### src/rtl/mem_copy_dma_pkg.sv
// rtl/mem_copy_dma_pkg.sv - shared widths and FSM encoding for mem_copy_dma and the data memory.
package mem_copy_dma_pkg;

  localparam int DMA_ADDR_W = 8;
  localparam int DMA_DATA_W = 8;

  localparam logic [1:0] IDLE  = 2'd0;
  localparam logic [1:0] READ  = 2'd1;
  localparam logic [1:0] WRITE = 2'd2;
  localparam logic [1:0] DONE  = 2'd3;

  // The DMA owns the memory port only while moving bytes; DONE already hands it back.
  function automatic logic owns_bus(input logic [1:0] state);
    return (state == READ) || (state == WRITE);
  endfunction

endpackage

### src/rtl/mem_copy_dma_if.sv
// rtl/mem_copy_dma_if.sv - DMA control, CPU pass-through and data memory signals.
// DMA_FILL_EN adds fillMode/fillValue.
interface mem_copy_dma_if
  import mem_copy_dma_pkg::*;
#(
  parameter int ADDR_W = DMA_ADDR_W,
  parameter int DATA_W = DMA_DATA_W
) ();

  logic              start;
  logic [ADDR_W-1:0] srcAddr;
  logic [ADDR_W-1:0] dstAddr;
  logic [ADDR_W-1:0] len;
`ifdef DMA_FILL_EN
  logic              fillMode;
  logic [DATA_W-1:0] fillValue;
`endif
  logic [ADDR_W-1:0] cpuAddress;
  logic              cpuWriteEn;
  logic [DATA_W-1:0] cpuWriteData;
  logic [DATA_W-1:0] memReadData;
  logic [ADDR_W-1:0] memAddress;
  logic              memWriteEn;
  logic [DATA_W-1:0] memWriteData;
  logic              busy;
  logic              done;

  modport slave (
    input  start, srcAddr, dstAddr, len,
    input  cpuAddress, cpuWriteEn, cpuWriteData, memReadData,
    output memAddress, memWriteEn, memWriteData, busy, done
`ifdef DMA_FILL_EN
    , input fillMode, fillValue
`endif
  );

  modport master (
    output start, srcAddr, dstAddr, len,
    output cpuAddress, cpuWriteEn, cpuWriteData, memReadData,
    input  memAddress, memWriteEn, memWriteData, busy, done
`ifdef DMA_FILL_EN
    , output fillMode, fillValue
`endif
  );

endinterface

### src/rtl/mem_copy_dma_mux.sv
// rtl/mem_copy_dma_mux.sv - combinational CPU/DMA selector in front of the data memory port.
module dma_mem_mux
  import mem_copy_dma_pkg::*;
#(
  parameter int ADDR_W = DMA_ADDR_W,
  parameter int DATA_W = DMA_DATA_W
) (
  input  logic              sel,
  input  logic [ADDR_W-1:0] cpu_address,
  input  logic              cpu_write_en,
  input  logic [DATA_W-1:0] cpu_write_data,
  input  logic [ADDR_W-1:0] dma_address,
  input  logic              dma_write_en,
  input  logic [DATA_W-1:0] dma_write_data,
  output logic [ADDR_W-1:0] mem_address,
  output logic              mem_write_en,
  output logic [DATA_W-1:0] mem_write_data
);

  // While the DMA is selected the CPU write enable is dropped entirely.
  assign mem_address    = sel ? dma_address    : cpu_address;
  assign mem_write_en   = sel ? dma_write_en   : cpu_write_en;
  assign mem_write_data = sel ? dma_write_data : cpu_write_data;

endmodule

### src/rtl/mem_copy_dma.sv
// rtl/mem_copy_dma.sv - block-copy DMA ahead of the data memory; stalls the CPU while it runs.
// Defining DMA_FILL_EN adds a fill mode that writes fillValue without reading.
module mem_copy_dma
  import mem_copy_dma_pkg::*;
#(
  parameter int ADDR_W = DMA_ADDR_W,
  parameter int DATA_W = DMA_DATA_W
) (
  input logic           clk,
  input logic           rst,
  mem_copy_dma_if.slave bus
);

  logic [1:0]        state;
  logic [ADDR_W-1:0] src;
  logic [ADDR_W-1:0] dst;
  logic [ADDR_W-1:0] count;
  logic [DATA_W-1:0] buffer;
  logic [1:0]        first_state;
  logic [1:0]        loop_state;
  logic [DATA_W-1:0] dma_write_data;
  logic              busy;
  logic              accept;

  assign accept = (state == IDLE) && bus.start && (bus.len != '0);

`ifdef DMA_FILL_EN
  logic              fill_mode;
  logic [DATA_W-1:0] fill_value;

  always_ff @(posedge clk or posedge rst) begin
    if (rst) begin
      fill_mode  <= 1'b0;
      fill_value <= '0;
    end else if (accept) begin
      fill_mode  <= bus.fillMode;
      fill_value <= bus.fillValue;
    end
  end

  // Fill mode never reads, so it enters and stays in WRITE.
  assign first_state    = bus.fillMode ? WRITE : READ;
  assign loop_state     = fill_mode ? WRITE : READ;
  assign dma_write_data = fill_mode ? fill_value : buffer;
`else
  assign first_state    = READ;
  assign loop_state     = READ;
  assign dma_write_data = buffer;
`endif

  always_ff @(posedge clk or posedge rst) begin
    if (rst) begin
      state  <= IDLE;
      src    <= '0;
      dst    <= '0;
      count  <= '0;
      buffer <= '0;
    end else begin
      case (state)
        IDLE: begin
          if (accept) begin
            src   <= bus.srcAddr;
            dst   <= bus.dstAddr;
            count <= bus.len;
            state <= first_state;
          end else if (bus.start) begin
            state <= DONE;
          end
        end
        READ: begin
          buffer <= bus.memReadData;
          state  <= WRITE;
        end
        WRITE: begin
          src   <= src + ADDR_W'(1);
          dst   <= dst + ADDR_W'(1);
          count <= count - ADDR_W'(1);
          state <= (count == ADDR_W'(1)) ? DONE : loop_state;
        end
        default: state <= IDLE;
      endcase
    end
  end

  assign busy     = owns_bus(state);
  assign bus.busy = busy;
  assign bus.done = (state == DONE);

  dma_mem_mux #(
    .ADDR_W (ADDR_W),
    .DATA_W (DATA_W)
  ) u_mux (
    .sel            (busy),
    .cpu_address    (bus.cpuAddress),
    .cpu_write_en   (bus.cpuWriteEn),
    .cpu_write_data (bus.cpuWriteData),
    .dma_address    ((state == WRITE) ? dst : src),
    .dma_write_en   (state == WRITE),
    .dma_write_data (dma_write_data),
    .mem_address    (bus.memAddress),
    .mem_write_en   (bus.memWriteEn),
    .mem_write_data (bus.memWriteData)
  );

endmodule
### src/flat_wrapper.sv
// flat-port wrapper written by rule: the top's interface ports become plain ports
module mem_copy_dma_flat import mem_copy_dma_pkg::*;
#(
  parameter int ADDR_W = DMA_ADDR_W,
  parameter int DATA_W = DMA_DATA_W
)
  (clk, rst, bus_start, bus_srcAddr, bus_dstAddr, bus_len, bus_cpuAddress, bus_cpuWriteEn, bus_cpuWriteData, bus_memReadData, bus_memAddress, bus_memWriteEn, bus_memWriteData, bus_busy, bus_done);
  mem_copy_dma_if #(.ADDR_W(ADDR_W), .DATA_W(DATA_W)) bus_i ();
  input logic clk;
  input logic rst;
  input wire logic [$bits(bus_i.start)-1:0] bus_start;
  input wire logic [$bits(bus_i.srcAddr)-1:0] bus_srcAddr;
  input wire logic [$bits(bus_i.dstAddr)-1:0] bus_dstAddr;
  input wire logic [$bits(bus_i.len)-1:0] bus_len;
  input wire logic [$bits(bus_i.cpuAddress)-1:0] bus_cpuAddress;
  input wire logic [$bits(bus_i.cpuWriteEn)-1:0] bus_cpuWriteEn;
  input wire logic [$bits(bus_i.cpuWriteData)-1:0] bus_cpuWriteData;
  input wire logic [$bits(bus_i.memReadData)-1:0] bus_memReadData;
  output wire logic [$bits(bus_i.memAddress)-1:0] bus_memAddress;
  output wire logic [$bits(bus_i.memWriteEn)-1:0] bus_memWriteEn;
  output wire logic [$bits(bus_i.memWriteData)-1:0] bus_memWriteData;
  output wire logic [$bits(bus_i.busy)-1:0] bus_busy;
  output wire logic [$bits(bus_i.done)-1:0] bus_done;
  assign bus_i.start = bus_start;
  assign bus_i.srcAddr = bus_srcAddr;
  assign bus_i.dstAddr = bus_dstAddr;
  assign bus_i.len = bus_len;
  assign bus_i.cpuAddress = bus_cpuAddress;
  assign bus_i.cpuWriteEn = bus_cpuWriteEn;
  assign bus_i.cpuWriteData = bus_cpuWriteData;
  assign bus_i.memReadData = bus_memReadData;
  assign bus_memAddress = bus_i.memAddress;
  assign bus_memWriteEn = bus_i.memWriteEn;
  assign bus_memWriteData = bus_i.memWriteData;
  assign bus_busy = bus_i.busy;
  assign bus_done = bus_i.done;
  mem_copy_dma #(.ADDR_W(ADDR_W), .DATA_W(DATA_W)) u_core (.clk(clk), .rst(rst), .bus(bus_i));
endmodule
### config.mk
export PLATFORM = sky130hd
export DESIGN_NAME = mem_copy_dma_flat
export DESIGN_NICKNAME = d
export VERILOG_FILES = /design/src/rtl/mem_copy_dma_pkg.sv /design/src/rtl/mem_copy_dma_if.sv /design/src/rtl/mem_copy_dma_mux.sv /design/src/rtl/mem_copy_dma.sv /design/src/flat_wrapper.sv
export SDC_FILE = /design/constraint.sdc
export NUM_CORES = 1
export LEC_CHECK = 0
export ABC_AREA = 1
export CORE_MARGIN = 3
export CORE_UTILIZATION = 40
export CTS_CLUSTER_DIAMETER = 150
export DETAILED_ROUTE_END_ITERATION = 8
export HOLD_SLACK_MARGIN = 0.15
export PLACE_DENSITY = 0.71
export SETUP_SLACK_MARGIN = 0.5
export SLEW_MARGIN = 20
export SYNTH_ARGS = -nofsm -noshare
export SYNTH_HDL_FRONTEND = slang
export SYNTH_SLANG_ARGS = --single-unit
### constraint.sdc
create_clock -name clk -period 1.6 [get_ports clk]
set_input_delay 0.24 -clock clk [delete_from_list [all_inputs] [get_ports clk]]
set_output_delay 0.24 -clock clk [all_outputs]
set_load 0.01 [all_outputs]
==> reports/summary.md, run 1 <==
No sink is reached through more buffers than the 2 on the longest clock path. Counting every net in the synthesized netlist gives 427. The total wire length is 7200 um, and the power density normalized to cell area is 2230 nW/um^2. The count of filler cells inserted in the layout is 468.

Classification of the worst-slack hold path: input port to asynchronous set/reset pin. Clock latency on the worst-skew pair, taken at its later pin, is 0.29 ns. The maximum number of pins on one net before global-route repair was 35.

Data on the critical path is required at its endpoint by 1.36 ns. For the final estimated routing congestion in global placement, the log shows 0.830. In the finished design, the share of the clock period the worst path needs comes to 117%. The maximum frequency from static timing analysis was 0.532 GHz; the final-report hold violation count was 0. Of the post-synthesis cell area, the dominant cell type holds 34.9%. The run finished, with violations left.

Detailed routing inserted a total of 2737 vias. Setup slack on the worst reg-to-reg path comes out at 0.03 ns. For this block, the initial DRC count from the detailed router was 99. The run gives 1170 uV as the peak ir drop on the vdd network.

In the synthesized netlist the async set-or-reset flop fraction comes to 100%. For this run, the number of Yosys warnings is 0. The die is 84.1 um wide.

At the worst endpoint, the arrival time is 1.64 ns. In this run, synthesis inferred 0 flip-flops with an integrated enable. Of all nets on the critical path, the largest fanout is 6.

The worst setup path is launched from a register. STA classifies the critical path endpoint as an output pin. Between clock sinks in the finished design, the worst skew comes to 0.00482 ns. The area growth from synthesis to final layout is 64.5%. Setup repair after global routing could not meet its margin everywhere.

Synthesis produced a netlist whose cell count is 367. In this run the vertical extent of the chip is 84.1 um. The clock-pin slew on the worst setup and hold paths was 0.08 ns; the fraction of final layout cells sized beyond drive strength 1 was 34.4%.

After floorplanning, the core was divided into 27 placement rows. The number of top-level pins is 71, and the clock sink count is 34. The count of antenna diodes in the layout was 0. sky130_fd_sc_hd__dfrtp_1 takes more of the synthesized area than any other cell. The register bit count reported by yosys is 34. Among all flip-flop cells after synthesis, the most frequent one is sky130_fd_sc_hd__dfrtp_1. The number of global-route vias before repair is 2622. The critical path is of the register to output pin type. The worst path needs 1.88 ns of the cycle, external delays included. Using the TritonRoute via totals, the vias-per-cell ratio works out to 4.99. The first TritonRoute pass finished after 4 iterations. The slew at the pin closest to its max-slew limit is 0.296 ns, and the reported leakage power is 1.90 nW. Ranked by total cell area, the synthesized netlist is headed by sky130_fd_sc_hd__dfrtp_1, sky130_fd_sc_hd__nand2_1, sky130_fd_sc_hd__nand3_1, sky130_fd_sc_hd__o21ai_0, sky130_fd_sc_hd__inv_1. The checks that failed: negative setup slack. For the die area, the log shows 7070 um^2. The worst max-slew margin expressed relative to the limit was 80.2%; the number of nets with antenna violations after routing was 0. The final routed DRC violation total was 0. The total half-perimeter wirelength after legalization and detailed placement was 5060 um. Number of distinct library cells after synthesis: 25. The total core area is 5710 um^2, and the post-synthesis area per instance is 6.64 um^2. For the final max-slew violation count, the log shows 0. Smallest setup slack after layout: -0.279 ns. The tree is rooted in a sky130_fd_sc_hd__clkbuf_8. Across every metal layer, demand over resource in global routing totals 20.5%. For the initial standard-cell utilization of the core, the log shows 42.7%. Summed over all layers, the global routing overflow is 0. The tools report the initial antenna violation count as 0. For this run, the register share of the synthesized area comes to 34.9%. The hold buffer count at CTS was 0. Setup violations remaining at the end of the flow were counted as 18. Input and output buffers added on the ports amount to 70. The average detailed-routed wire length per instance is 13.1 um. TritonCTS built the clock tree. After routing, the total negative slack on setup checks comes to -3.26 ns. The first global-routing pass estimated 12000 um of wire.

The clock tree synthesis step divided the H-tree into 2 levels. Summing internal, switching and leakage power gives 8.93 mW. The number of nets in the layout is 536.

In this run the cell area of the synthesized design comes to 2440 um^2. Clock tree synthesis inserted a total of 5 buffers. The total of max-cap violations came out at 0.
[layout by cell type, fill, tap and decap left out, types with 3 or more instances in the layout]
cell type / netlist / final
sky130_fd_sc_hd__o21ai_0: 38 / 7
sky130_fd_sc_hd__clkdlybuf4s50_1: 0 / 51
sky130_fd_sc_hd__a31oi_1: 3 / 3
sky130_fd_sc_hd__a21oi_2: 0 / 4
sky130_fd_sc_hd__nand3_1: 45 / 42
sky130_fd_sc_hd__nand2_2: 0 / 27
sky130_fd_sc_hd__o21ai_2: 0 / 20
sky130_fd_sc_hd__buf_6: 2 / 17
sky130_fd_sc_hd__dfrtp_1: 34 / 34
sky130_fd_sc_hd__buf_4: 3 / 25
sky130_fd_sc_hd__ha_4: 0 / 4
sky130_fd_sc_hd__nor2_2: 0 / 4
sky130_fd_sc_hd__inv_1: 32 / 29
sky130_fd_sc_hd__buf_12: 0 / 5
sky130_fd_sc_hd__nand2_1: 129 / 100
sky130_fd_sc_hd__buf_2: 7 / 15
sky130_fd_sc_hd__clkbuf_8: 0 / 6
sky130_fd_sc_hd__ha_1: 8 / 3
sky130_fd_sc_hd__o211ai_1: 3 / 3
sky130_fd_sc_hd__nand3_2: 4 / 7
sky130_fd_sc_hd__nor2_1: 31 / 25
sky130_fd_sc_hd__o21ai_1: 0 / 10
sky130_fd_sc_hd__or2_2: 9 / 9
[registers in the layout (all words and copies together), names as in the netlist]
register,cells
u_core.buffer,8
u_core.count,8
u_core.dst,8
u_core.src,8
u_core.state,2
[layout make-up]
| type | count | area (um^2) | share of cell area [%] |
|---|---|---|---|
| inverters | 33 | 141 | 3.53 |
| repair inverters | 1 | 8.76 | 0.218 |
| multi-input cells | 284 | 1680 | 41.9 |
| clock buffers | 6 | 82.6 | 2.06 |
| well taps | 72 | 90.1 | 2.25 |
| clock inverters | 2 | 12.5 | 0.312 |
| repair buffers | 117 | 1140 | 28.6 |
| flip-flops and latches | 34 | 851 | 21.2 |
[cell usage after synthesis, drive strengths merged, types with 3 or more instances]
cell	number
o211ai	3
nand2	130
nand3	49
or2	9
o21ai	38
a31oi	3
nor2	31
buf	12
ha	8
inv	33
dfrtp	34
clkbuf	4
a21oi	4
[metal layers]
layer  GRT usage (%)  routed length, um  vias to the layer above
met3            3.36                319                       13
li1                -                  -                     1413
met4            5.56                124                        0
met1            28.3               3320                     1247
met2            33.1               3440                       64
met5               0                  0                        -
[cell families after synthesis]
family / after synthesis / synth area share, %
compound gates: 51 / 11.7
xor+xnor: 2 / 0.719
fa+ha+maj: 8 / 4.11
buf+inv: 49 / 9.03
flops: 34 / 34.9
simple gates: 223 / 39.5
[per-stage QoR]
step	cell area (um^2)	hold slack, ns	utilization (%)	setup slack (ns)	instances
2_1_floorplan	2620	0.357	-	0.183	367
5_1_grt	4010	0.319	70.2	-0.370	549
3_5_place_dp	3580	0.528	62.7	-0.348	530
6_report	4010	0.292	70.2	-0.279	549
4_1_cts	3790	0.302	66.5	-0.255	545
3_3_place_gp	3580	0.520	62.7	-0.318	530
[critical path, cell delays in order (launching register included)]
cell	delay [ns]
sky130_fd_sc_hd__dfrtp_1	0.41
sky130_fd_sc_hd__buf_6	0.13
sky130_fd_sc_hd__ha_4	0.19
sky130_fd_sc_hd__buf_6	0.12
sky130_fd_sc_hd__o211ai_1	0.28
sky130_fd_sc_hd__nand2_2	0.09
sky130_fd_sc_hd__buf_6	0.12
[power breakdown]
part / internal, mW / total (mW) / switching [mW]
Sequential: 1.30 / 1.65 / 0.352
Clock: 0.346 / 0.688 / 0.342
Combinational: 3.13 / 6.59 / 3.46
Total: 4.77 / 8.93 / 4.16
[repair_timing]
action | 4_1_cts | 5_1_grt
setup buffers | 5 | 2
resized for setup | 125 | 46
pin swaps | 8 | 4
endpoints found under the setup margin | 53 | 53
gates cloned | 2 | 2
[path summary, 6_finish.rpt]
kind / from / depth (start not counted) / end
max: u_core.state[1] / 6 / bus_memAddress[0]
min: rst / 3 / u_core.buffer[6]
max reg2reg: u_core.state[1] / 9 / u_core.dst[5]
min reg2reg: u_core.buffer[5] / 2 / u_core.buffer[5]
max in group asynchronous: rst / 3 / u_core.count[6]
min in group clk: bus_memReadData[0] / 3 / u_core.buffer[0]
Power figures use the tool's default switching activity.
==> run 2: changes to the inputs <==
--- a/config.mk
+++ b/config.mk
@@ -6,9 +6,11 @@
 export NUM_CORES = 1
 export LEC_CHECK = 0
 export ABC_AREA = 1
+export CORE_ASPECT_RATIO = 1.75
 export CORE_MARGIN = 3
 export CORE_UTILIZATION = 40
 export CTS_CLUSTER_DIAMETER = 150
+export CTS_CLUSTER_SIZE = 25
 export DETAILED_ROUTE_END_ITERATION = 8
 export HOLD_SLACK_MARGIN = 0.15
 export PLACE_DENSITY = 0.71
==> constraint.sdc (replaced) <==
create_clock -name clk -period 1.7 [get_ports clk]
set_input_delay 0.255 -clock clk [delete_from_list [all_inputs] [get_ports clk]]
set_output_delay 0.255 -clock clk [all_outputs]
set_load 0.01 [all_outputs]
==> reports/summary.md, run 2 (synthesis results as in run 1) <==
The average detailed-routed wire length per instance came out at 17.5 um (was 13.1 um). The run gives 0.30 ns (was 0.29 ns) as the clock latency on the worst-skew pair. The arrival time reported for the critical path endpoint was 1.64 ns (about the same). The peak fanout along the critical path was 7 (was 6). Static timing analysis puts the maximum clock frequency at 0.527 GHz. The logs give 3520 um^2 (was 3580 um^2) for the cell area reported after detailed placement and 69.5% (was 80.2%) for the worst max-slew margin expressed relative to the limit. The number of cells on the worst reg-to-reg path is 10 (was 9). The critical path endpoint category is an output pin (unchanged). Final setup violation count: 41 (was 18).

The final estimated routing congestion in global placement is 0.852 (was 0.830), and the number of nets with antenna violations after routing is 0 (unchanged). The clock sink count was 34 (unchanged). The number of clock buffers inserted by TritonCTS is 5 (unchanged), and the required arrival time at the worst endpoint is 1.44 ns (was 1.36 ns). Number of H-tree branching levels: 2 (unchanged). The logs give 41.5% (was 42.7%) for the initial standard-cell utilization of the core and 71 (unchanged) for the number of top-level pins.

The commonest non-fill, non-tap cell in the layout was sky130_fd_sc_hd__nand2_1 (unchanged). The class of the most critical setup path was register to output pin (unchanged). The tools report the terminus of the critical flop-to-flop path as u_core.src[4] (was u_core.dst[5]). The total wire length was 9770 um (was 7200 um); the number of input and output port buffers inserted was 70 (unchanged).

The logs give 4 (unchanged) for the iteration count of the initial detailed-routing pass and 0 (unchanged) for the final max-slew violation count. Routed via count divided by cell count: 5.35 (was 4.99). Final critical path time including I/O delays and setup: 1.90 ns. The global-route wire length before repair came out at 14200 um (was 12000 um). The slack of the worst reg-to-reg path is -0.10 ns (was 0.03 ns). Sequence of cells on the critical path: inv_2 > ha_4 > nand2_1 > o211ai_1 > buf_2 (was buf_6 > ha_4 > buf_6 > o211ai_1 > nand2_2 > buf_6).

The total of max-cap violations was 0 (unchanged). The post-route worst hold slack is 0.359 ns (was 0.292 ns). TritonCTS built the clock tree.

The power density normalized to cell area came out at 2240 nW/um^2 (was 2230 nW/um^2). The worst flop-to-flop path startpoint was u_core.state[0] (was u_core.state[1]). The logs give 2908 (was 2622) for the number of global-route vias before repair and 539 (was 536) for the number of nets in the layout.

Setup repair after global routing could not meet its margin everywhere. Dividing the final minimum period by the clock period gives 112%. The total half-perimeter wirelength after legalization and detailed placement came out at 5640 um (was 5060 um).

The final routed DRC violation total was 0 (unchanged); the die boundary width was 65.0 um (was 84.1 um). The run gives 558 (was 549) as the final non-filler cell total. The peak ir drop on the vdd network is 1330 uV (was 1170 uV), and the area growth from synthesis to final layout is 76.8% (was 64.5%).

The slowest library cell on the worst path was sky130_fd_sc_hd__dfrtp_1 (unchanged). The run gives 0 (unchanged) as the initial antenna violation count. Most used cells in the layout excluding fill and tap cells: sky130_fd_sc_hd__nand2_1, sky130_fd_sc_hd__clkdlybuf4s50_1, sky130_fd_sc_hd__dfrtp_1, sky130_fd_sc_hd__inv_1, sky130_fd_sc_hd__nor2_1 (was sky130_fd_sc_hd__nand2_1, sky130_fd_sc_hd__clkdlybuf4s50_1, sky130_fd_sc_hd__nand3_1, sky130_fd_sc_hd__dfrtp_1, sky130_fd_sc_hd__inv_1).

Design area: 4310 um^2 (was 4010 um^2). Failing checks: negative setup slack (unchanged). The buffer cell driving the clock tree root is sky130_fd_sc_hd__clkbuf_8 (unchanged). Number of cells after detailed placement: 527 (was 530). The slew at the pin closest to its max-slew limit was 0.458 ns (was 0.296 ns). Die area: 7100 um^2 (was 7070 um^2).

The flow ran to the end, but the final reports show violations. The tools report the number of DRC violations after detailed-routing iteration 0 as 172 (was 99). Startpoint type of the worst setup path: a register (unchanged).

The tools report the accumulated negative setup slack as -3.38 ns (was -3.26 ns). Fraction of final layout cells sized beyond drive strength 1: 36.5% (was 34.4%). The post-route clock skew is 0.0117 ns (was 0.00482 ns), and the final-report hold violation count is 0 (unchanged).

The total number of placement rows is 37 (was 27), and the reported leakage power is 2.02 nW (was 1.90 nW). The die height is 109 um (was 84.1 um), and the total core area is 5880 um^2 (was 5710 um^2). The total via count in the routed design was 2988 (was 2737). Peak per-stage delay on the critical path: 0.40 ns (was 0.41 ns).

For the maximum number of pins on one net before global-route repair, the log shows 35 (unchanged). The tools report the post-layout total power as 9.68 mW (was 8.93 mW). The clock-pin slew on the worst setup and hold paths came out at 0.07 ns (was 0.08 ns). The classification of the worst-slack hold path was input port to asynchronous set/reset pin (unchanged). The total global routing track utilization is 26.6% (was 20.5%), and the smallest setup slack after layout is -0.197 ns (was -0.279 ns). The count of antenna diodes in the layout was 0 (unchanged); the maximum count of clock buffers along a single path was 2 (unchanged). Total grt overflow: 0 (unchanged).
## run 2: cell types whose count changed in the layout (fill, tap and decap cells not counted), sizes merged
cell	change
clkbuf	-3
bufinv	+2
clkdlybuf4s15	+5
clkinvlp	-1
## run 2: worst max-delay path by stage
stage,startpoint,to,slack (ns),cells past startpoint
after floorplan,u_core.state[1],bus_memWriteData[1],0.27,5
after global placement,u_core.state[1],bus_memAddress[0],-0.24,7
after detailed placement,u_core.state[1],bus_memAddress[2],-0.28,7
after CTS,u_core.state[1],bus_memAddress[3],-0.15,6
after global routing,u_core.state[0],bus_memAddress[2],-0.23,6
final,u_core.state[0],bus_memAddress[6],-0.20,5
## run 2: per-stage QoR
stage | util, % | setup WS, ns
5_1_grt | 73.3 | -0.235
4_1_cts | 70.6 | -0.152
2_1_floorplan | - | 0.268
3_5_place_dp | 59.8 | -0.283
6_report | 73.3 | -0.197
3_3_place_gp | 59.8 | -0.239
## run 2: metal layers
| metal | vias up | track usage [%] | wire [um] |
|---|---|---|---|
| li1 | 1408 | - | - |
| met1 | 1428 | 26.2 | 3310 |
| met2 | 117 | 51.6 | 5360 |
| met3 | 35 | 4.74 | 577 |
| met4 | 0 | 12.9 | 526 |
| met5 | - | 0 | 0 |
## run 2: layout make-up
type / instances / area (um^2)
Multi-Input combinational cell: 284 / 1780
Fill cell: 428 / 1570
Timing Repair Buffer: 120 / 1290
Sequential cell: 34 / 851
Inverter: 33 / 144
Tap cell: 78 / 97.6
Clock buffer: 5 / 68.8
Clock inverter: 3 / 68.8
Timing Repair inverter: 1 / 8.76
## run 2: critical path, delay by kind of cell (launching register included)
family / cells / cell delay [ns]
AO/OA/AOI/OAI: 1 / 0.23
adder cells (fa/ha/maj): 1 / 0.28
buffers and inverters: 2 / 0.28
flip-flops: 1 / 0.40
AND/OR/NAND/NOR: 1 / 0.15
## run 2: what timing repair did
action	CTS	global route
hold buffers	0	0
setup endpoints to repair	53	53
buffers inserted	12	3
pin swaps	34	24
cloned	8	0
gates resized for setup	161	37
## run 2: power by group
part / total, mW / internal [mW] / leakage (nW) / switching (mW)
Sequential: 1.69 / 1.22 / 0.419 / 0.467
Combinational: 7.07 / 3.36 / 1.54 / 3.71
Clock: 0.923 / 0.588 / 0.0683 / 0.335
==> run 3: changes to the inputs <==
--- a/config.mk
+++ b/config.mk
@@ -5,7 +5,6 @@
 export SDC_FILE = /design/constraint.sdc
 export NUM_CORES = 1
 export LEC_CHECK = 0
-export ABC_AREA = 1
 export CORE_ASPECT_RATIO = 1.75
 export CORE_MARGIN = 3
 export CORE_UTILIZATION = 40
@@ -13,7 +12,7 @@
 export CTS_CLUSTER_SIZE = 25
 export DETAILED_ROUTE_END_ITERATION = 8
 export HOLD_SLACK_MARGIN = 0.15
-export PLACE_DENSITY = 0.71
+export PLACE_DENSITY = 0.72
 export SETUP_SLACK_MARGIN = 0.5
 export SLEW_MARGIN = 20
 export SYNTH_ARGS = -nofsm -noshare
==> reports/summary.md, run 3 <==
Setup repair after global routing could not meet its margin everywhere. The area growth from synthesis to final layout was 80.8% (was 76.8%); the share of async-settable or async-resettable flops after synthesis was 100% (unchanged). The cell count after synthesis was 268 (was 367); the die boundary width was 63.8 um (was 65.0 um). The post-synthesis area per instance is 8.72 um^2 (was 6.64 um^2).

The number of global-route vias before repair was 2614 (was 2908); the final critical path time including I/O delays and setup was 1.97 ns (was 1.90 ns). For the total wire length, the log shows 8400 um (was 9770 um). The number of top-level pins is 71 (unchanged). Terminus of the critical flop-to-flop path: u_core.dst[4] (was u_core.src[4]).

The peak fanout along the critical path is 5 (was 7), and the slack of the worst reg-to-reg path is -0.16 ns (was -0.10 ns). The die area is 6830 um^2 (was 7100 um^2), and the number of cells on the worst reg-to-reg path is 9 (was 10). The area share of the largest cell type after synthesis was 36.4% (was 34.9%); the number of DRC violations after detailed-routing iteration 0 was 83 (was 172).

The synthesis warning total is 0 (unchanged), and the initial antenna violation count is 0 (unchanged). The slowest library cell on the worst path is sky130_fd_sc_hd__dfrtp_1 (unchanged). The worst flop-to-flop path startpoint is u_core.state[0] (unchanged). The run gives 2 (unchanged) as the number of H-tree branching levels.

The number of nets in the layout was 460 (was 539). Startpoint type of the worst setup path: a register (unchanged). Sequence of cells on the critical path: inv_2 > ha_4 > buf_6 > buf_6 > mux2_4 > buf_6 (was inv_2 > ha_4 > nand2_1 > o211ai_1 > buf_2). The dominant cell by count in the synthesized netlist was sky130_fd_sc_hd__dfrtp_1 (was sky130_fd_sc_hd__nand2_1). The flow ran to the end, but the final reports show violations. Classification of the worst-slack hold path: input port to asynchronous set/reset pin (unchanged). The cell area reported after detailed placement was 3450 um^2 (was 3520 um^2).

The run gives -0.266 ns (was -0.197 ns) as the smallest setup slack after layout. The tools report the total core area as 5630 um^2 (was 5880 um^2). Global-route wire length before repair: 12600 um (was 14200 um). The tools report the buffer cell driving the clock tree root as sky130_fd_sc_hd__clkbuf_8 (unchanged). For the clock sink count, the log shows 34 (unchanged).

Most used cells in the layout excluding fill and tap cells: sky130_fd_sc_hd__clkdlybuf4s50_1, sky130_fd_sc_hd__buf_4, sky130_fd_sc_hd__dfrtp_1, sky130_fd_sc_hd__buf_6, sky130_fd_sc_hd__nand2_1 (was sky130_fd_sc_hd__nand2_1, sky130_fd_sc_hd__clkdlybuf4s50_1, sky130_fd_sc_hd__dfrtp_1, sky130_fd_sc_hd__inv_1, sky130_fd_sc_hd__nor2_1). Required arrival time at the worst endpoint: 1.44 ns (about the same). The total of max-cap violations was 0 (unchanged); the register bit count reported by yosys was 34 (unchanged).

Fraction of the yosys area taken by sequential cells: 36.4% (was 34.9%). The tools report the final routed DRC violation total as 0 (unchanged). The tools report the final-report hold violation count as 0 (unchanged). The hold buffer count at CTS is 0 (unchanged), and the power density normalized to cell area is 2050 nW/um^2 (was 2240 nW/um^2).

The run gives 2340 um^2 (was 2440 um^2) as the area of the mapped netlist. The design area was 4230 um^2 (was 4310 um^2). Most common library cells after synthesis: sky130_fd_sc_hd__dfrtp_1, sky130_fd_sc_hd__nand2_1, sky130_fd_sc_hd__nor2_1 (was sky130_fd_sc_hd__nand2_1, sky130_fd_sc_hd__nand3_1, sky130_fd_sc_hd__o21ai_0). The slew at the pin closest to its max-slew limit is 0.544 ns (was 0.458 ns), and the total global routing track utilization is 23.8% (was 26.6%). The number of nets with antenna violations after routing was 0 (unchanged); the routed via count divided by cell count was 5.44 (was 5.35). The most numerous cell on the critical path was sky130_fd_sc_hd__buf_6. The portion of the clock cycle consumed by the worst path in the final layout works out to 116% (was 112%). The tools report the critical path endpoint category as an output pin (unchanged).

The top flip-flop cell by instance count after synthesis was sky130_fd_sc_hd__dfrtp_1 (unchanged). The total half-perimeter wirelength after legalization and detailed placement was 5090 um (was 5640 um). The number of input and output port buffers inserted was 70 (unchanged).

The worst max-slew margin expressed relative to the limit was 63.5% (was 69.5%); the peak per-stage delay on the critical path was 0.37 ns (was 0.40 ns). The logs give 33 (was 41) for the final setup violation count and 328 (was 427) for the post-synthesis net count. The tools report the count of antenna diodes in the layout as 0 (unchanged).

TritonCTS built the clock tree. The arrival time reported for the critical path endpoint is 1.71 ns (was 1.64 ns), and the final estimated routing congestion in global placement is 0.822 (was 0.852). The die height was 107 um (was 109 um); the total via count in the routed design was 2591 (was 2988). The maximum count of clock buffers along a single path was 2 (unchanged); the clock latency on the worst-skew pair was 0.28 ns (was 0.30 ns). Leading cell types by total area after synthesis: sky130_fd_sc_hd__dfrtp_1, sky130_fd_sc_hd__mux2_2, sky130_fd_sc_hd__mux2i_1, sky130_fd_sc_hd__a21oi_1, sky130_fd_sc_hd__nand2_1 (was sky130_fd_sc_hd__dfrtp_1, sky130_fd_sc_hd__nand2_1, sky130_fd_sc_hd__nand3_1, sky130_fd_sc_hd__o21ai_0, sky130_fd_sc_hd__inv_1). The average detailed-routed wire length per instance was 17.7 um (was 17.5 um). The commonest non-fill, non-tap cell in the layout is sky130_fd_sc_hd__clkdlybuf4s50_1 (was sky130_fd_sc_hd__nand2_1). The tools report the peak ir drop on the vdd network as 1140 uV (was 1330 uV).

Clock-pin slew on the worst setup and hold paths: 0.06 ns (was 0.07 ns). The number of enable-type register cells in the synthesized netlist was 0 (unchanged). The number of clock buffers inserted by TritonCTS is 5 (unchanged). The class of the most critical setup path is register to output pin (unchanged).

The maximum frequency from static timing analysis came out at 0.509 GHz (was 0.527 GHz). Failing checks: negative setup slack (unchanged). The run gives 0 (unchanged) as the final max-slew violation count. The iteration count of the initial detailed-routing pass is 4 (unchanged), and the reported leakage power is 1.80 nW (was 2.02 nW). The biggest area consumer among synthesized cells is sky130_fd_sc_hd__dfrtp_1 (unchanged). The fraction of final layout cells sized beyond drive strength 1 was 43.3% (was 36.5%); the number of distinct library cells after synthesis was 44 (was 25).

Post-route clock skew: 0.00459 ns (was 0.0117 ns). The total grt overflow is 0 (unchanged), and the initial standard-cell utilization of the core is 41.5% (about the same). The share of the core filled with cells in the final layout is 75.1% (was 73.3%), and the maximum number of pins on one net before global-route repair is 35 (unchanged).

The total number of placement rows came out at 36 (was 37).
## run 3: changes by cell type in the layout (fill, tap and decap cells not counted), moves of 13 or more
cell / before / now
sky130_fd_sc_hd__nand3_1: 23 / 6
sky130_fd_sc_hd__mux2_4: 0 / 17
sky130_fd_sc_hd__nand3_2: 24 / 1
sky130_fd_sc_hd__buf_4: 22 / 39
sky130_fd_sc_hd__nand2_2: 21 / 4
sky130_fd_sc_hd__buf_6: 18 / 33
sky130_fd_sc_hd__mux2i_1: 0 / 13
sky130_fd_sc_hd__inv_1: 29 / 6
sky130_fd_sc_hd__nand2_1: 104 / 26
## run 3: worst max-delay path by stage
stage               startpoint                  end  slack (ns)  depth (start not counted)
2_1_floorplan  u_core.state[0]        u_core.dst[6]        0.09                          7
3_3_place_gp   u_core.state[1]  bus_memWriteData[4]       -0.30                          5
3_5_place_dp        bus_len[5]      u_core.count[3]       -0.38                          7
4_1_cts        u_core.state[0]       bus_memWriteEn       -0.25                          6
5_1_grt        u_core.state[1]       bus_memWriteEn       -0.31                          6
6_report       u_core.state[0]       bus_memWriteEn       -0.27                          6
## run 3: worst max-delay path: cells and delay by family (launching register included)
kind       cells  cell delay, ns
mux            1            0.30
buf+inv        4            0.43
fa+ha+maj      1            0.33
flops          1            0.37
## run 3: cells by family after synthesis
logic type	synth area share [%]
DFF	36.4
muxes	15.0
buffers and inverters	4.55
AOI/OAI and AO/OA	20.3
and+or+nand+nor	19.4
adders and majority gates	4.28
## run 3: stage by stage
step                hold WS [ns]  setup WS (ns)  std cells  TNS (ns)  total power, mW
floorplan                  0.397         0.0936        268         0             4.46
global placement           0.485         -0.300        432     -9.21             6.01
detailed placement         0.491         -0.379        432    -10.69             6.11
CTS                        0.397         -0.251        473     -3.60             8.24
global route               0.433         -0.315        476     -6.58             9.18
finish                     0.375         -0.266        476     -4.32             8.65
## run 3: cell type report
| cell class | instances | area (um^2) |
|---|---|---|
| multi-input cells | 209 | 1730 |
| repair buffers | 142 | 1440 |
| fillers | 369 | 1400 |
| flip-flops and latches | 34 | 851 |
| well taps | 76 | 95.1 |
| clock buffers | 7 | 76.3 |
| inverters | 8 | 30.0 |
## run 3: metal layers
layer	global-route usage [%]	share of wire, %
met5	0	0
met4	9.58	3.3
met3	3.46	4.9
met2	45.1	57
met1	25.6	35
## run 3: power breakdown
part	switching (mW)	leakage, nW	internal [mW]
clock	0.274	0.0383	0.282
combinational	2.74	1.37	3.67
sequential	0.467	0.389	1.22
total	3.48	1.80	5.17
## run 3: what timing repair did
| action | 4_1_cts | 5_1_grt |
|---|---|---|
| gates resized for setup | 182 | 21 |
| pin swaps | 11 | 9 |
| endpoints found under the hold margin | 0 | 0 |
| gates cloned | 3 | 0 |
| endpoints found under the setup margin | 53 | 53 |
| buffers inserted | 31 | 3 |
